**config.mk**
```make
export PLATFORM = sky130hd
export DESIGN_NAME = sync_fifo_prog
export DESIGN_NICKNAME = d
export VERILOG_FILES = /design/src/rtl/sync_fifo_prog.sv
export SDC_FILE = /design/constraint.sdc
export NUM_CORES = 1
export LEC_CHECK = 0
export CORE_MARGIN = 8
export CORE_UTILIZATION = 60
export DETAILED_ROUTE_END_ITERATION = 8
export GPL_TIMING_DRIVEN = 0
export HOLD_SLACK_MARGIN = 0.12
export PLACE_DENSITY = 0.79
export SYNTH_ARGS = -nofsm -noshare
export SYNTH_HDL_FRONTEND = slang
export SYNTH_SLANG_ARGS = --single-unit
```
**constraint.sdc**
```tcl
create_clock -name clk -period 4.3 [get_ports clk]
set_input_delay 1.29 -clock clk [delete_from_list [all_inputs] [get_ports clk]]
set_output_delay 1.29 -clock clk [all_outputs]
set_load 0.02 [all_outputs]
```
**src/rtl/sync_fifo_prog.sv**
```systemverilog
// Single-clock FIFO with programmable almost-full/almost-empty thresholds, occupancy count,
// sticky overflow/underflow flags, synchronous flush and a standard or FWFT read port.
module sync_fifo_prog #(
  parameter int DATASIZE = 17,
  parameter int ADDRSIZE = 4,
  parameter int FWFT     = 0
) (
  input  logic                clk,
  input  logic                rst,
  input  logic                clear,
  input  logic                wen,
  input  logic [DATASIZE-1:0] wdata,
  input  logic                ren,
  output logic [DATASIZE-1:0] rdata,
  output logic                rvalid,
  input  logic [ADDRSIZE:0]   afull_thresh,
  input  logic [ADDRSIZE:0]   aempty_thresh,
  output logic [ADDRSIZE:0]   count,
  output logic                full,
  output logic                empty,
  output logic                almost_full,
  output logic                almost_empty,
  output logic                overflow,
  output logic                underflow
);

  localparam int DEPTH = 1 << ADDRSIZE;
  localparam logic [ADDRSIZE:0] DEPTH_C = (ADDRSIZE + 1)'(DEPTH);

  logic [DATASIZE-1:0] mem_q [DEPTH];

  logic [ADDRSIZE-1:0] wptr_q, wptr_d;
  logic [ADDRSIZE-1:0] rptr_q, rptr_d;
  logic [ADDRSIZE:0]   count_q, count_d;
  logic                full_q, full_d;
  logic                empty_q, empty_d;
  logic                afull_q, afull_d;
  logic                aempty_q, aempty_d;
  logic                ovf_q, ovf_d;
  logic                unf_q, unf_d;
  logic                wr_acc, rd_acc;

  // Handshake: wen/ren are one-cycle requests with no back-pressure wait. A write is taken
  // when !full and a read when !empty (neither during clear); a refused request is dropped
  // and latches the matching sticky error flag. Flags are judged on the registered state.
  always_comb begin
    wr_acc   = wen && !full_q && !clear;
    rd_acc   = ren && !empty_q && !clear;
    wptr_d   = wptr_q;
    rptr_d   = rptr_q;
    count_d  = count_q;
    full_d   = full_q;
    empty_d  = empty_q;
    afull_d  = afull_q;
    aempty_d = aempty_q;
    ovf_d    = ovf_q;
    unf_d    = unf_q;
    if (clear) begin
      wptr_d   = '0;
      rptr_d   = '0;
      count_d  = '0;
      full_d   = 1'b0;
      empty_d  = 1'b1;
      afull_d  = 1'b0;
      aempty_d = 1'b1;
      ovf_d    = 1'b0;
      unf_d    = 1'b0;
    end else begin
      if (wr_acc) wptr_d = wptr_q + 1'b1;
      if (rd_acc) rptr_d = rptr_q + 1'b1;
      case ({wr_acc, rd_acc})
        2'b10:   count_d = count_q + 1'b1;
        2'b01:   count_d = count_q - 1'b1;
        default: count_d = count_q;
      endcase
      ovf_d    = ovf_q | (wen && full_q);
      unf_d    = unf_q | (ren && empty_q);
      // Flags follow next-count so they line up with count in the same cycle.
      full_d   = (count_d == DEPTH_C);
      empty_d  = (count_d == '0);
      afull_d  = (afull_thresh != '0) && (count_d >= afull_thresh);
      aempty_d = (count_d <= aempty_thresh);
    end
  end

  always_ff @(posedge clk or posedge rst) begin
    if (rst) begin
      wptr_q   <= '0;
      rptr_q   <= '0;
      count_q  <= '0;
      full_q   <= 1'b0;
      empty_q  <= 1'b1;
      afull_q  <= 1'b0;
      aempty_q <= 1'b1;
      ovf_q    <= 1'b0;
      unf_q    <= 1'b0;
    end else begin
      wptr_q   <= wptr_d;
      rptr_q   <= rptr_d;
      count_q  <= count_d;
      full_q   <= full_d;
      empty_q  <= empty_d;
      afull_q  <= afull_d;
      aempty_q <= aempty_d;
      ovf_q    <= ovf_d;
      unf_q    <= unf_d;
    end
  end

  // Storage is deliberately not reset.
  always_ff @(posedge clk) begin
    if (wr_acc) mem_q[wptr_q] <= wdata;
  end

  generate
    if (FWFT != 0) begin : g_fwft
      assign rdata  = empty_q ? '0 : mem_q[rptr_q];
      assign rvalid = !empty_q;
    end else begin : g_std
      logic [DATASIZE-1:0] rdata_q, rdata_d;
      logic                rvalid_q, rvalid_d;

      always_comb begin
        rdata_d  = rdata_q;
        rvalid_d = 1'b0;
        if (clear) begin
          rdata_d = '0;
        end else if (rd_acc) begin
          rdata_d  = mem_q[rptr_q];
          rvalid_d = 1'b1;
        end
      end

      always_ff @(posedge clk or posedge rst) begin
        if (rst) begin
          rdata_q  <= '0;
          rvalid_q <= 1'b0;
        end else begin
          rdata_q  <= rdata_d;
          rvalid_q <= rvalid_d;
        end
      end

      assign rdata  = rdata_q;
      assign rvalid = rvalid_q;
    end
  endgenerate

  assign count        = count_q;
  assign full         = full_q;
  assign empty        = empty_q;
  assign almost_full  = afull_q;
  assign almost_empty = aempty_q;
  assign overflow     = ovf_q;
  assign underflow    = unf_q;

endmodule

```
# == Word level (Yosys, flattened, before mapping) ==
# Memories as Yosys holds them, arrays and structs flattened.
# Cells that the tools add are included.
# op_classes
n_addsub,4
reduce_logical,14
bitwise_logic,2
eq_ne,3
magnitude_cmp,2
muxes,19
# op_table
operator,n
$mux 17,2
$mux 4,4
$mux 1,10
$mux 5,2
$pmux 5 s2,1
$add 4x1->4 const B,2
$logic_and 1x1->1,7
$add 5x1->5 const B,1
$eq 5x5->1 const B,1
$ge 5x5->1,1
$le 5x5->1,1
$logic_not 5->1,1
$reduce_bool 5->1,1
$sub 5x1->5 const B,1
$reduce_bool 2->1,2
$logic_not 1->1,3
$eq 2x1->1 const B,1
$eq 2x2->1 const B,1
$or 1x1->1,2
# word_totals
out_inout_bits,29
n_memories,1
register_bits,37
elab_cells,56
ram_bits,272
in_bits,32
# memory_table
name,words,word_bits,read_ports,rd_ports_with_merged_regs,wr,line,source
mem_q,16,17,1,0,1,30,logic [DATASIZE-1:0] mem_q [DEPTH];

# == Depth between registers and ports, before layout ==
# Gate-level depths: netlist of run 1.
# logic_depth
ltp_word,9
depth_mapped,16
mapped_depth_nobuf,16

# == Least setup slack after synthesis of run 1 ==
# Ideal clock, no wire load.
# synth_path
path_type,input-to-reg
from,in wen
to,"reg aempty_q, in the netlist almost_empty"
setup_slack_ps,184
required_ps,4221
arrival_ps,4037
path_buffers,0
stages,16
setup_ps,79
path_cell_list,nor2b_1 > nor2b_1 > inv_1 > ha_1 > xor2_1 > ha_1 > a21oi_1 > xnor2_1 > nor2_1 > xnor2_1 > inv_1 > ha_1 > o21a_1 > o21a_1 > o21a_1 > o21ai_0
# synth_via
elab_chain_cells,7
elab_cells_between_ends,8
classes_between,1 x order compare; 2 x eq/ne; 3 x mux; 2 x reduce/logical
# synth_rtl
item,line,source
start: declaration,11,"input logic wen,"
$logic_and 1x1->1 (*) (2 in a row),47,wr_acc = wen && !full_q && !clear;
$eq 2x1->1 or $eq 2x2->1 (tied branches),71,"case ({wr_acc, rd_acc})"
$pmux 5 s2 (*),71,
$mux 5 (*),58,if (clear) begin
$le 5x5->1 (*),82,aempty_d = (count_d <= aempty_thresh);
$mux 1 (*),58,
net aempty_d,38,"logic aempty_q, aempty_d;"
end signal: assignment,104,aempty_q <= aempty_d;
end: declaration,38,
# Mark *: on every way through the listed nets, which the timed path passes. The rest lies on a longest branch. The select of a mux whose other input is x is not followed.
# A chain may end at the register's enable or synchronous reset.

# == Worst setup path after layout of run 1 ==
# Same ends and word-level chain as after synthesis.

==> flow_summary.toml, run 1 <==
[logic_synthesis]
syn-cell-area_um2 = 12200
synth_ff_type = "edfxtp_1"
ys_ff_latch = 309
ys_top_cells_by_count = "272 x edfxtp_1, 68 x mux4_2, 35 x dfrtp_1, 35 x mux2i_1, 32 x nor2_1"
synth.most_common_cell = "edfxtp_1"
synth.top_cell.area_share_pct = 66.8
yosysSeqAreaShare_pct = 74.4
synth_edf_count = 272
synth_cell_types = 39
synth_nets = 667
synth_top_cell_by_area = "edfxtp_1"
synthCells = 617
synth.avg_cell_area_um2 = 19.8
async_flop_share_pct = 12.0
synth.area.top_cells = "edfxtp_1 67%, mux4_2 13%, dfrtp_1 7.2%"
yosysWarningCount = 0

[critical_path]
r2r_end = "almost_empty"
critPathLaunchType = "input pin"
r2r-start = "full"
crit_start = "wen"
crit_required_ns = 4.76
r2r_slack_ns = 1.04
path_max_fanout = 6
cp.arrival_ns = 4.55
crit_type = "in -> reg"
crit_path_end_kind = "flip-flop"
reg2reg_depth = 16

[hold_path]
holdCritPathClass = "reg -> reg"
min_path_cells = 2
whs_endpoint = "rdata[5]"
min_from = "rdata[5]"

[floorplan]
initial_core_util_pct = 60.8
dieHeight_um = 159
pin_count = 61
die_w_um = 159
rows = 52
coreArea_um2 = 20100
die-area_um2 = 25200

[clock_tree]
clock_path_buffers = 3
cts_tree = "yes"
clkTransAtPathRegs_ns = 0.06
root_buffer = "clkbuf_16"
h-tree-depth = 1
cts.sinks = 309
clk_latency_ns = 0.55
cts_inserted_buffers = 29
holdBufCountCts = 0

[placed_design]
dp_hpwl_mm = 18.2
gp_congestion = 0.771
dp_cells = 963
io_buffers = 60

[global_routing]
antenna_found_initial = 0
grt_first_pass_wirelength_mm = 42.0
grt_max_degree = 38
grt_overflow = 0
grt_pass1_vias = 7027
grtUsageTotal_pct = 21.9

[power_and_ir_drop]
combPwrFrac_pct = 8.3
p_leak_nw = 4.80
power.density_nw_per_um2 = 448
ir_worst_vdd_mv = 0.496
seq_power_share_pct = 51.3
power.switching_mw = 1.39
swShare_pct = 21.3
internal_power_mw = 5.12
pwr-share-clk_pct = 40.4

[timing]
rsz0062_at_grt = "false"
finalHoldViolCount = 0
slew_violations = 0
fin_worst_skew_ns = 0.0117
relSlewSlack_pct = 31.5
fmax_mhz = 245
setup_viol = 0
period_share_pct = 95.0
tightest_slew_ns = 1.02
fin_crit_ns = 4.09
setup_tns_ns = 0

[run_status]
status = "complete, no violations"

[layout]
final_util_pct = 72.2
area_growth_pct = 18.8
drive_above_1_share_pct = 23.1
antennaDiodeCount = 0
fillers = 1130
final_nets = 780
instances_no_fill = 1023

[routing]
dr_total_vias = 6481
wirelength_mm = 27.6
drtIter0Drc = 684
wl_per_cell_um = 27.0
dr.pass1.iters = 5
drc_errors = 0
ant_nets = 0
vias_per_cell = 6.34

[run]
maxCapViolCount = 0
flip-flops by register name, indices dropped and copies added (netlist names):
register	flops
rptr_q	4
wptr_q	4
underflow	1
rdata	17
full	1
empty	1
almost_full	1
overflow	1
almost_empty	1
mem_q	272
count	5
rvalid	1
layout make-up:
type,instances,area (µm²),area share [%]
Buffer,30,139,0.956
Multi-Input combinational cell,261,3000,20.7
Clock inverter,15,204,1.40
Inverter,17,63.8,0.439
Sequential cell,309,9100,62.6
Tap cell,270,338,2.33
Clock buffer,39,773,5.32
Timing Repair Buffer,82,908,6.25
timing repair:
action | in CTS | in global routing
setup endpoints to repair | 2 | 1
pin swaps | 0 | 1
gates resized for setup | 5 | 2
hold endpoints to repair | 0 | 0
setup buffers | 0 | 6
power groups by stage:
stage / registers (mW) / clock network [mW] / logic (mW)
3_5_place_dp: 3.40 / 0 / 0.528
5_1_grt: 3.34 / 2.76 / 0.582
2_1_floorplan: 3.42 / 0 / 0.296
4_1_cts: 3.34 / 2.65 / 0.538
6_report: 3.34 / 2.63 / 0.541
3_3_place_gp: 3.40 / 0 / 0.500
per-stage QoR:
stage	hold WS (ns)	cell area, µm²	total power [mW]	setup WS [ns]
detailed placement	0.481	13500	3.93	-0.883
global route	0.526	14500	6.69	0.0338
floorplan	0.520	12200	3.71	0.184
finish	0.497	14500	6.51	0.214
CTS	0.499	14500	6.53	0.0779
global placement	0.471	13200	3.90	-1.42
worst max-delay path: stages:
cell and delay [ns]:
clkdlybuf4s50_1 0.48, nor2b_4 0.22, nor2b_4 0.22, inv_1 0.09, ha_2 0.23, xor2_1 0.18
ha_1 0.22, a21oi_1 0.16, xnor2_1 0.14, nor2_1 0.08, xnor2_2 0.22, inv_1 0.10
ha_1 0.31, o21a_1 0.12, o21a_1 0.16, o21a_1 0.16, o21ai_0 0.16
cells in the final DEF, fill, tap and decap left out, types with 20 or more instances in the layout:
cell type | Yosys | layout
clkbuf_1 | 12 | 21
clkbuf_16 | 0 | 29
clkdlybuf4s50_1 | 0 | 60
dfrtp_1 | 35 | 35
edfxtp_1 | 272 | 272
mux2i_1 | 35 | 34
mux4_2 | 68 | 68
nand2_1 | 27 | 27
nor2_1 | 32 | 20
layer usage:
layer  wire [µm]  track usage (%)
met5           0                0
met4         707             6.97
met3        2500             3.98
met2       14000             37.3
met1       10300             28.2
cell families (layout without fill, tap and decap cells):
group           after synthesis  in the layout  share of synthesized area [%]
xor+xnor                     12             12                          0.860
compound gates               40             40                           2.47
buf+inv                      47            183                           1.66
flops                       309            309                           74.4
simple gates                 88             88                           3.36
mux                         103            103                           15.4
fa+ha+maj                    18             18                           1.84
how the worst max path moves through the flow:
stage                               to  slack [ns]  cells after the start
after floorplan           almost_empty        0.18                     16
after global placement    mem_q[1][13]       -1.42                      5
after detailed placement  almost_empty       -0.88                     17
after CTS                 almost_empty        0.08                     17
after global routing      almost_empty        0.03                     17
final                     almost_empty        0.21                     17
Note: power is estimated with default switching activity, not from simulation.
==> run 2: changes to the inputs <==
--- a/config.mk
+++ b/config.mk
@@ -8,7 +8,6 @@
 export CORE_MARGIN = 8
 export CORE_UTILIZATION = 60
 export DETAILED_ROUTE_END_ITERATION = 8
-export GPL_TIMING_DRIVEN = 0
 export HOLD_SLACK_MARGIN = 0.12
 export PLACE_DENSITY = 0.79
 export SYNTH_ARGS = -nofsm -noshare
==> run 2 against run 1 <==
  * Critical path depth down 2
  * Fmax grew 4.2%
  * First-iteration DRC count decreased by 19%
  * Largest power group unchanged
  * Hold slack worse by 0.0049 ns
  * Die area stayed put
  * Setup slack better by 0.17 ns
==> flow_summary.toml, run 2 (synthesis results as in run 1) <==
[clock_tree]
postCtsSetupRepairBufs = 0
cts_resized = 0
cts_inserted_buffers = 30
h-tree-depth = 1
clkTransAtPathRegs_ns = 0.06
cts.sinks = 309
clock_path_buffers = 3
root_buffer = "clkbuf_16"
holdBufCountCts = 0
cts_tree = "yes"
clk_latency_ns = 0.56

[timing]
relSlewSlack_pct = 33.1
fmax_mhz = 255
fin_crit_ns = 3.92
rsz0062_at_grt = "false"
setup_viol = 0
slew_violations = 0
period_share_pct = 91.2
finalHoldViolCount = 0
fin_worst_skew_ns = 0.0190
tightest_slew_ns = 1.00

[layout]
largest_register = "mem_q"
area_growth_pct = 17.5
seq_area_um2 = 9100
layout_common_cells = "272 x edfxtp_1, 68 x mux4_2, 60 x clkdlybuf4s50_1, 35 x mux2i_1, 32 x dfrtp_1"
fillers = 1166
design_area_um2 = 14400
drive_above_1_share_pct = 24.0
multi_input_area_um2 = 2970
final_nets = 765
antennaDiodeCount = 0
layout_commonest_cell = "edfxtp_1"
instances_no_fill = 1008
largest_reg_flops = 272

[run]
maxCapViolCount = 0

[placed_design]
dp_cells = 953
io_buffers = 60
place_area_um2 = 13400
gp_congestion = 0.790
dp_hpwl_mm = 15.4

[global_routing]
grt_max_degree = 50
grt_overflow = 0
grt_pass1_vias = 6790
antenna_found_initial = 0
grt_first_pass_wirelength_mm = 40.1
grtUsageTotal_pct = 20.9

[routing]
drtIter0Drc = 556
wirelength_mm = 26.6
dr_total_vias = 6349
wl_per_cell_um = 26.4
dr.pass1.iters = 5
drc_errors = 0
vias_per_cell = 6.30
ant_nets = 0

[floorplan]
rows = 52
dieHeight_um = 159
die_w_um = 159
pin_count = 61
initial_core_util_pct = 60.8
die-area_um2 = 25200
coreArea_um2 = 20100

[critical_path]
critPathLaunchType = "input pin"
crit_type = "in -> reg"
cp.arrival_ns = 4.36
crit_path_end_kind = "flip-flop"
path_max_fanout = 3
crit_required_ns = 4.74
r2r_slack_ns = 1.22

[power_and_ir_drop]
power.density_nw_per_um2 = 443
p_leak_nw = 4.73
ir_worst_vdd_mv = 0.348

[hold_path]
holdCritPathClass = "reg -> reg"

[run_status]
status = "complete, no violations"
## run 2: worst paths after layout
kind / from / to / cells past startpoint
max in group asynchronous: rst / rptr_q[0] / 2
setup reg to reg: full / almost_full / 14
min in group asynchronous: rst / wptr_q[0] / 2
setup / recovery: wen / almost_full / 15
hold reg to reg: rdata[9] / rdata[9] / 2
hold / removal: rdata[9] / rdata[9] / 2
## run 2: area by class of cell
class	instances	share of cell area, %
clock inverters	22	1.32
flip-flops and latches	309	63.4
inverters	17	0.444
clock buffers	33	5.30
well taps	270	2.35
repair buffers	96	6.50
multi-input cells	261	20.7
## run 2: worst max-delay path, stage by stage
cell	delay, ns
clkdlybuf4s50_1	0.47
nor2b_1	0.22
nor2b_1	0.22
inv_1	0.08
ha_1	0.22
xor2_1	0.17
ha_1	0.22
buf_4	0.14
nor3b_1	0.14
o32ai_2	0.29
xnor2_1	0.23
inv_1	0.12
ha_1	0.29
o21ai_0	0.21
a21oi_1	0.07
## run 2: report_power, final
| part | internal [mW] | switching [mW] | total [mW] |
|---|---|---|---|
| combinational | 0.245 | 0.233 | 0.479 |
| sequential | 3.31 | 0.0673 | 3.38 |
| clock | 1.41 | 1.10 | 2.51 |
## run 2: routing by layer
metal	share of wire [%]	vias to the layer above	global-route usage, %
met2	52	291	36.4
met4	2.7	0	6.36
li1	-	2673	-
met3	6.8	58	3.65
met5	0	-	0
met1	39	3327	26.6
## run 2: per-stage QoR
step           setup slack, ns  TNS (ns)  total power [mW]  hold slack [ns]  utilization (%)
3_3_place_gp           0.00590         0              3.90            0.473             66.7
2_1_floorplan            0.184         0              3.71            0.520                -
3_5_place_dp            -0.181    -0.314              3.92            0.472             66.7
4_1_cts                  0.398         0              6.40            0.496             71.4
6_report                 0.380         0              6.36            0.493             71.4
5_1_grt                  0.194         0              6.55            0.517             71.4
==> run 3: changes to the inputs <==
--- a/config.mk
+++ b/config.mk
@@ -8,8 +8,9 @@
 export CORE_MARGIN = 8
 export CORE_UTILIZATION = 60
 export DETAILED_ROUTE_END_ITERATION = 8
+export DONT_BUFFER_PORTS = 1
 export HOLD_SLACK_MARGIN = 0.12
-export PLACE_DENSITY = 0.79
+export PLACE_DENSITY = 0.81
 export SYNTH_ARGS = -nofsm -noshare
 export SYNTH_HDL_FRONTEND = slang
 export SYNTH_SLANG_ARGS = --single-unit
==> run 3 against run 2 <==
  * Core utilization down 3.0 points
  * Clock skew decreased by 0.0036 ns
  * First-iteration DRC count down 31%
  * Wire length is essentially flat
  * Final cell count shrank 7.1%
  * Non-clock buffer count down 73
  * Die area unchanged
  * Register-to-register slack worse by 0.38 ns
  * Global-route usage is 0.078 points higher
  * Via count shrank 5.3%
  * Hold slack improved by 0.11 ns
  * Cell area decreased by 4.2%
  * Largest cell class unchanged
==> flow_summary.toml, run 3 (synthesis results as in run 1) <==
[run_status]
status = "complete, no violations"

[critical_path]
cp.arrival_ns = 4.16
reg2reg_depth = 16
path_buf_inv = 2
crit_start = "wen"
r2r-start = "full"
path_max_fanout = 6
critPathLaunchType = "input pin"
crit_type = "in -> reg"
crit_chain = "nor2b_1, nor2b_1, inv_1, ha_1, xor2_1, ha_1, a21oi_1, xnor2_1, nor2_1, xnor2_1, inv_1, ha_1, o21a_1, o21a_1, o21a_1, o21ai_0"
max_stage_delay_ns = 0.31
crit_required_ns = 4.76
critical_path_cell_count = 16
critical-path-top-delay-family = "adder cells"
crit_path_end_kind = "flip-flop"
slowest_stage = "ha_1"

[hold_path]
min_path_cells = 2
holdCritPathClass = "reg -> reg"
min_from = "rptr_q[3]"

[routing]
wl_per_cell_um = 28.4
dr_total_vias = 6010
drtIter0Drc = 382
drc_errors = 0
dr.pass1.iters = 5
wirelength_mm = 26.6
ant_nets = 0
vias_per_cell = 6.42

[layout]
largest_reg_flops = 272
largest_register = "mem_q"
seq_area_um2 = 9100
final_nets = 692
drive_above_1_share_pct = 24.9
final_util_pct = 68.5
layout_common_cells = "272 x edfxtp_1, 68 x mux4_2, 35 x mux2i_1, 32 x dfrtp_1, 30 x clkbuf_16"
antennaDiodeCount = 0
layout_commonest_cell = "edfxtp_1"
area_growth_pct = 12.6
multi_input_area_um2 = 2970
fillers = 1204

[power_and_ir_drop]
power.density_nw_per_um2 = 481
ir_worst_vdd_mv = 0.409
internal_power_mw = 5.25
combPwrFrac_pct = 5.2
swShare_pct = 20.6
pwr-share-clk_pct = 43.5
seq_power_share_pct = 51.3
p_leak_nw = 4.51
power.switching_mw = 1.37

[clock_tree]
cts_inserted_buffers = 30
clk_latency_ns = 0.56
cts_resized = 0
holdBufCountCts = 0
h-tree-depth = 1
clkTransAtPathRegs_ns = 0.07
root_buffer = "clkbuf_16"
postCtsSetupRepairBufs = 0
clock_path_buffers = 3
cts.sinks = 309
cts_tree = "yes"

[global_routing]
grt_overflow = 0
grt_pass1_vias = 6412
antenna_found_initial = 0
grtUsageTotal_pct = 21.0
grt_max_degree = 43
grt_first_pass_wirelength_mm = 40.0

[timing]
slew_violations = 0
fin_worst_skew_ns = 0.0155
relSlewSlack_pct = 31.0
rsz0062_at_grt = "false"
tightest_slew_ns = 1.03
finalHoldViolCount = 0
fin_crit_ns = 3.70
setup_viol = 0
period_share_pct = 85.9
setup_tns_ns = 0
fmax_mhz = 271

[placed_design]
dp_hpwl_mm = 14.4
io_buffers = 0
gp_congestion = 0.796

[floorplan]
pin_count = 61
rows = 52
dieHeight_um = 159
die-area_um2 = 25200
coreArea_um2 = 20100
initial_core_util_pct = 60.8
die_w_um = 159

[run]
maxCapViolCount = 0
[run 3: worst register-to-register path, delay by kind of cell (launching register included)]
family	cells	cell delay [ns]
AOI/OAI and AO/OA	5	0.77
xor gates and xnor gates	3	0.59
adders and majority gates	3	0.84
buffers and inverters	2	0.22
DFF	1	0.47
and+or+nand+nor	3	0.50
[run 3: final timing paths]
kind | to | slack [ns]
setup reg to reg | almost_empty | 0.84
hold reg to reg | rptr_q[3] | 0.60
max in group asynchronous | rptr_q[0] | 2.76
setup / recovery | almost_empty | 0.60
min in group asynchronous | wptr_q[0] | 0.84
hold / removal | rptr_q[3] | 0.60
[run 3: metal layers]
metal | global-route usage (%) | part of all wire [%] | vias up
met2 | 37.5 | 54 | 245
met4 | 7.75 | 2.5 | 0
met1 | 24.4 | 36 | 3197
met5 | 0 | 0 | -
li1 | - | - | 2520
met3 | 4.78 | 7.4 | 48
[run 3: stage by stage]
stage               cell area [µm²]  setup slack [ns]  hold slack (ns)  total power, mW  std cells
detailed placement            12700             0.100            0.561             3.80        880
floorplan                     12200             0.184            0.520             3.71        617
CTS                           13800             0.626            0.604             6.66        936
global route                  13800             0.434            0.675             6.80        936
finish                        13800             0.605            0.599             6.62        936
global placement              12700             0.326            0.551             3.79        880
[run 3: power by group through the flow]
stage,sequential (mW),clock (mW),combinational [mW]
2_1_floorplan,3.42,0,0.296
3_3_place_gp,3.46,0,0.330
3_5_place_dp,3.46,0,0.344
4_1_cts,3.40,2.92,0.351
5_1_grt,3.40,3.03,0.375
6_report,3.39,2.88,0.347
[run 3: cell type report]
cell class / instances / area share, %
multi-input cells: 261 / 21.6
flip-flops and latches: 309 / 66.1
clock buffers: 38 / 5.89
clock inverters: 18 / 2.12
inverters: 17 / 0.464
well taps: 270 / 2.45
repair buffers: 23 / 1.35
